**src/rtl/multiword_add_sequencer_pkg.sv**
```systemverilog
// Shared definitions for the multi-word add/subtract sequencer:
// beat width, legal operation lengths and FSM state encodings.
package multiword_add_sequencer_pkg;

  // Width of one beat handled by the shared ripple-carry adder.
  localparam int WORD_W = 16;

  // Legal range for the number of beats per operation.
  localparam int NUM_WORDS_MIN = 2;
  localparam int NUM_WORDS_MAX = 8;

  // Beat index wide enough to count 0..NUM_WORDS_MAX and to address
  // a padded operand word table of 2**BEAT_W entries.
  localparam int BEAT_W = 4;

  // FSM state encodings.
  localparam logic [1:0] ST_IDLE = 2'd0;
  localparam logic [1:0] ST_CALC = 2'd1;
  localparam logic [1:0] ST_DONE = 2'd2;

endpackage

```
**src/rtl/multiword_add_sequencer_rca.sv**
```systemverilog
// 16-bit ripple-carry adder, purely combinational.
// Built as a chain of full-adder cells, one per bit.
module ripple_carry_adder_16bit
  import multiword_add_sequencer_pkg::*;
(
  input  logic [WORD_W-1:0] a,
  input  logic [WORD_W-1:0] b,
  input  logic              cin,
  output logic [WORD_W-1:0] sum,
  output logic              cout
);

  logic [WORD_W:0] carry_chain;

  assign carry_chain[0] = cin;

  // One full-adder cell per bit; carry ripples from bit 0 upward.
  generate
    for (genvar gi = 0; gi < WORD_W; gi++) begin : g_fa
      assign sum[gi]           = a[gi] ^ b[gi] ^ carry_chain[gi];
      assign carry_chain[gi+1] = (a[gi] & b[gi]) | (carry_chain[gi] & (a[gi] ^ b[gi]));
    end
  endgenerate

  assign cout = carry_chain[WORD_W];

endmodule

```
**src/rtl/multiword_add_sequencer.sv**
```systemverilog
// Multi-word add/subtract sequencer. A request is latched in IDLE, then
// one 16-bit beat per cycle is pushed through a single shared ripple-carry
// adder, least significant word first, and the full-width result plus
// carry/overflow flags are held in DONE until the consumer takes them.
module multiword_add_sequencer
  import multiword_add_sequencer_pkg::*;
#(
  parameter int NUM_WORDS = 4  // legal NUM_WORDS_MIN..NUM_WORDS_MAX
)
(
  input  logic                        clk,
  input  logic                        rst,
  input  logic                        in_valid,
  output logic                        in_ready,
  input  logic                        op_sub,
  input  logic [WORD_W*NUM_WORDS-1:0] a_in,
  input  logic [WORD_W*NUM_WORDS-1:0] b_in,
  output logic                        out_valid,
  input  logic                        out_ready,
  output logic [WORD_W*NUM_WORDS-1:0] result,
  output logic                        carry_out,
  output logic                        overflow
);

  localparam int TOTAL_W    = WORD_W * NUM_WORDS;
  localparam int WORD_SLOTS = 2 ** BEAT_W;
  localparam logic [BEAT_W-1:0] LAST_BEAT = BEAT_W'(NUM_WORDS - 1);

  logic [1:0]          state_reg;
  logic [BEAT_W-1:0]   beat_reg;
  logic                carry_reg;
  logic                sub_reg;
  logic [TOTAL_W-1:0]  a_reg;
  logic [TOTAL_W-1:0]  b_reg;
  logic [TOTAL_W-1:0]  result_reg;
  logic                carry_out_reg;
  logic                overflow_reg;

  // Operand words addressable by beat index; slots beyond NUM_WORDS read 0.
  logic [WORD_W-1:0]   a_words [WORD_SLOTS];
  logic [WORD_W-1:0]   b_words [WORD_SLOTS];

  logic [WORD_W-1:0]   a_word;
  logic [WORD_W-1:0]   b_eff_word;
  logic [WORD_W-1:0]   sum_word;
  logic                sum_cout;

  generate
    for (genvar gi = 0; gi < WORD_SLOTS; gi++) begin : g_words
      if (gi < NUM_WORDS) begin : g_used
        assign a_words[gi] = a_reg[gi*WORD_W +: WORD_W];
        assign b_words[gi] = b_reg[gi*WORD_W +: WORD_W];
      end else begin : g_pad
        assign a_words[gi] = '0;
        assign b_words[gi] = '0;
      end
    end
  endgenerate

  // Select the current beat; subtraction uses the inverted B word and the
  // carry register was preset to 1 at accept, giving A + ~B + 1.
  always_comb begin
    a_word     = a_words[beat_reg];
    b_eff_word = sub_reg ? ~b_words[beat_reg] : b_words[beat_reg];
  end

  ripple_carry_adder_16bit u_adder (
    .a    (a_word),
    .b    (b_eff_word),
    .cin  (carry_reg),
    .sum  (sum_word),
    .cout (sum_cout)
  );

  // Sequencer FSM and datapath registers. After the last beat there is one
  // settle cycle in CALC (beat index == NUM_WORDS) before DONE, so out_valid
  // rises NUM_WORDS+1 edges after the accept edge.
  always_ff @(posedge clk) begin
    if (rst) begin
      state_reg     <= ST_IDLE;
      beat_reg      <= '0;
      carry_reg     <= 1'b0;
      sub_reg       <= 1'b0;
      a_reg         <= '0;
      b_reg         <= '0;
      result_reg    <= '0;
      carry_out_reg <= 1'b0;
      overflow_reg  <= 1'b0;
    end else begin
      case (state_reg)
        ST_IDLE: begin
          if (in_valid) begin
            a_reg     <= a_in;
            b_reg     <= b_in;
            sub_reg   <= op_sub;
            beat_reg  <= '0;
            carry_reg <= op_sub;
            state_reg <= ST_CALC;
          end
        end
        ST_CALC: begin
          if (beat_reg <= LAST_BEAT) begin
            result_reg[beat_reg*WORD_W +: WORD_W] <= sum_word;
            carry_reg <= sum_cout;
            beat_reg  <= beat_reg + 1'b1;
            if (beat_reg == LAST_BEAT) begin
              carry_out_reg <= sum_cout;
              overflow_reg  <= (a_word[WORD_W-1] == b_eff_word[WORD_W-1]) &&
                               (sum_word[WORD_W-1] != a_word[WORD_W-1]);
            end
          end else begin
            state_reg <= ST_DONE;
          end
        end
        ST_DONE: begin
          if (out_ready) begin
            state_reg <= ST_IDLE;
          end
        end
        default: begin
          state_reg <= ST_IDLE;
        end
      endcase
    end
  end

  assign in_ready  = (state_reg == ST_IDLE);
  assign out_valid = (state_reg == ST_DONE);
  assign result    = result_reg;
  assign carry_out = carry_out_reg;
  assign overflow  = overflow_reg;

endmodule

```
**config.mk**
```make
export PLATFORM = sky130hd
export DESIGN_NAME = multiword_add_sequencer
export DESIGN_NICKNAME = d
export VERILOG_FILES = /design/src/rtl/multiword_add_sequencer_pkg.sv /design/src/rtl/multiword_add_sequencer_rca.sv /design/src/rtl/multiword_add_sequencer.sv
export SDC_FILE = /design/constraint.sdc
export NUM_CORES = 1
export LEC_CHECK = 0
export BUFFER_PORTS_ARGS = -buffer_cell sky130_fd_sc_hd__buf_4
export CORE_ASPECT_RATIO = 0.9
export CORE_MARGIN = 10
export CORE_UTILIZATION = 45
export CTS_CLUSTER_SIZE = 25
export DETAILED_ROUTE_END_ITERATION = 7
export GPL_TIMING_DRIVEN = 0
export PLACE_DENSITY = 0.76
export SYNTH_ARGS = -nofsm -noshare
export SYNTH_HDL_FRONTEND = slang
export SYNTH_SLANG_ARGS = --single-unit
```
**constraint.sdc**
```tcl
create_clock -name clk -period 8.8 [get_ports clk]
set_clock_uncertainty 0.05 [all_clocks]
set_input_delay 0.88 -clock clk [delete_from_list [all_inputs] [get_ports clk]]
set_output_delay 0.88 -clock clk [all_outputs]
set_load 0.02 [all_outputs]
```
==> flow_summary.json <==
{
  "p_int_uw": 1600,
  "ys.flop_type": "dfxtp_1",
  "overflow": 0,
  "status": "finished, final reports clean",
  "r2r_slack_ns": 0.78,
  "cp_max_fo": 10,
  "antenna_left": 0,
  "wire_per_inst_microns": 18.8,
  "seq_area_frac_synth_pct": 45.5,
  "clk_pin_slew_ns": 0.06,
  "syn-num-nets": 1135,
  "tns_ns": 0,
  "viasPerCell": 5.27,
  "yosysTopAreaCell": "dfxtp_1",
  "tightest_slew_ns": 0.737,
  "holdWs_ns": 0.403,
  "postSynthAreaPerCell_sq_um": 9.05,
  "p_sw_uw": 573,
  "route.detailed.drc": 0,
  "ys_top_cells_by_area": "dfxtp_1, nand2_1, mux4_2",
  "numCtsBuffers": 21,
  "insertion_delay_ns": 0.51,
  "cts_setup_buffers": 0,
  "postCtsResizedCells": 0,
  "clock-sinks": 202,
  "p_leak_uw": 0.00462,
  "cts.path.max_buffers": 3,
  "grt_pass1_wl_mm": 42.4,
  "wirelength_mm": 27.5,
  "synthCells": 982,
  "die_area_sq_um": 25800,
  "use_met2_pct": 31.2,
  "die_x_microns": 168,
  "total_power_uw": 2170,
  "power.share.clock_pct": 39.3,
  "switching_share_pct": 26.4,
  "ys_ff_latch": 202,
  "cellPowerDensity_nw_per_um2": 191,
  "cp_data_required_time_ns": 9.17,
  "dp_slack_ns": 0.866,
  "maxCapViolCount": 0,
  "drtIter0Drc": 644,
  "hold_viol_final": 0,
  "layout.nets": 1358,
  "slew_viol_final": 0,
  "synthArstFlopShare_pct": 0,
  "max_freq_mhz": 125,
  "hp-class": "register to register",
  "initial_core_util_pct": 46.1,
  "top_usage_layer": "met2",
  "portBuffers": 200,
  "grt.total_usage_pct": 20.3,
  "slew_headroom_pct": 50.8,
  "finish.utilization_pct": 58.9,
  "synth_area_sq_um": 8890,
  "gp_congestion": 0.861,
  "worst-setup-path-type": "register to register",
  "drive_above_1_share_pct": 24.0,
  "grtUsageMet3_pct": 5.49,
  "grt_pass1_vias": 7851,
  "min_period_ns": 8.02,
  "power_frac_comb_pct": 15.4,
  "yosys.area.top_type_share_pct": 45.5,
  "grtUsageMet1_pct": 27.4,
  "io_pins": 201,
  "post-route-period-util_pct": 91.1,
  "hold_buffers": 0,
  "vias": 7727,
  "die_y_microns": 153,
  "fillers": 1714,
  "ys_types": 41,
  "rsz0062_at_grt": "false",
  "setup_slack_ns": 0.780,
  "seq_area_sq_um": 4040,
  "dp_hpwl_mm": 21.2,
  "cp-start-kind": "register",
  "irDropWorstVdd_v": 0.000142,
  "insertedDiodeCount": 0,
  "antenna_found_initial": 0,
  "syn2layout_area_growth_pct": 27.8,
  "cts_root_buffer": "clkbuf_16",
  "core_region_area_sq_um": 19300,
  "multi_input_area_sq_um": 4490,
  "dr.pass1.iters": 5,
  "htreeDepth": 1,
  "setup_viol": 0,
  "crit_arrival_ns": 8.39,
  "synth_edf_count": 0,
  "setup.worst_path.end_class": "register",
  "p_seq_share_pct": 45.3,
  "synth_warnings": 0,
  "grt_max_degree": 14,
  "cts_tree": "built",
  "num_rows": 48
}
==> kinds of logic after synthesis <==
kind of cell / Yosys count / share of synthesized area, %
flops: 202 / 45.5
xor+xnor: 17 / 1.68
fa+ha+maj: 20 / 4.17
mux: 88 / 14.4
simple gates: 422 / 20.9
compound gates: 153 / 9.38
buf+inv: 80 / 4.00
==> area by class of cell <==
type / count / area share [%]
buffer: 73 / 2.90
clock buffer: 32 / 5.61
clock inverter: 3 / 0.165
inverter: 7 / 0.231
multi-input combinational: 700 / 39.5
sequential: 202 / 35.6
tap: 250 / 2.75
timing repair buffer: 200 / 13.2
==> routing by layer <==
layer	share of wire (%)	routed length, microns
met5	0	0
met1	45	12300
met3	8.7	2400
met2	44	12200
met4	2.4	672
==> final timing paths <==
kind                                   from         end  cells past startpoint
worst min register to register    b_reg[45]   b_reg[45]                      2
worst max register to register  beat_reg[1]  result[63]                     26
worst max-delay path            beat_reg[1]  result[63]                     26
worst min-delay path              b_reg[45]   b_reg[45]                      2
==> layout by cell type, fill, tap and decap left out, drive strengths merged, types with 12 or more instances in the layout <==
master and instances:
clkbuf 92, mux4 31, nor2 31, a211oi 12, nor2b 13, nand2b 44, or3 12, fa 16
mux2i 48, a21oi 135, buf 213, dfxtp 202, nand2 301
==> through the flow <==
stage	instance area, sq um	instances
after global placement	10700	1432
after global routing	11400	1467
final	11400	1467
after detailed placement	10700	1432
after floorplan	8890	982
after CTS	11400	1467
==> critical path: stages (launching register included) <==
cell	delay (ns)
dfxtp_1	0.36
clkbuf_1	0.45
buf_1	0.52
mux4_2	0.44
nand2_1	0.11
xnor2_1	0.15
fa_1	0.23
fa_1	0.17
inv_1	0.05
fa_1	0.37
fa_1	0.39
fa_1	0.37
inv_1	0.10
fa_1	0.20
fa_1	0.19
fa_1	0.18
fa_1	0.18
fa_1	0.16
inv_1	0.07
fa_1	0.38
fa_1	0.40
fa_1	0.41
fa_1	0.40
fa_1	0.41
fa_1	0.58
or3_1	0.45
mux2i_1	0.16
==> synthesized netlist by cell type, types with 4 or more instances <==
library cell,n
a211oi_1,11
a21oi_1,135
and2_1,9
buf_2,5
buf_6,5
clkbuf_1,60
dfxtp_1,202
fa_1,16
ha_1,4
inv_1,7
mux2_2,9
mux2i_1,48
mux4_2,31
nand2_1,300
nand2b_1,44
nor2_1,31
nor2b_1,13
or3_1,12
xnor2_1,9
xor2_1,8
==> power groups by stage <==
stage               clock network (uW)  logic [uW]  registers, uW
finish                             854         335            985
global route                       902         364            989
CTS                                859         333            984
detailed placement                   0         330           1000
global placement                     0         326           1000
floorplan                            0         191           1000
Power figures use the tool's default switching activity.
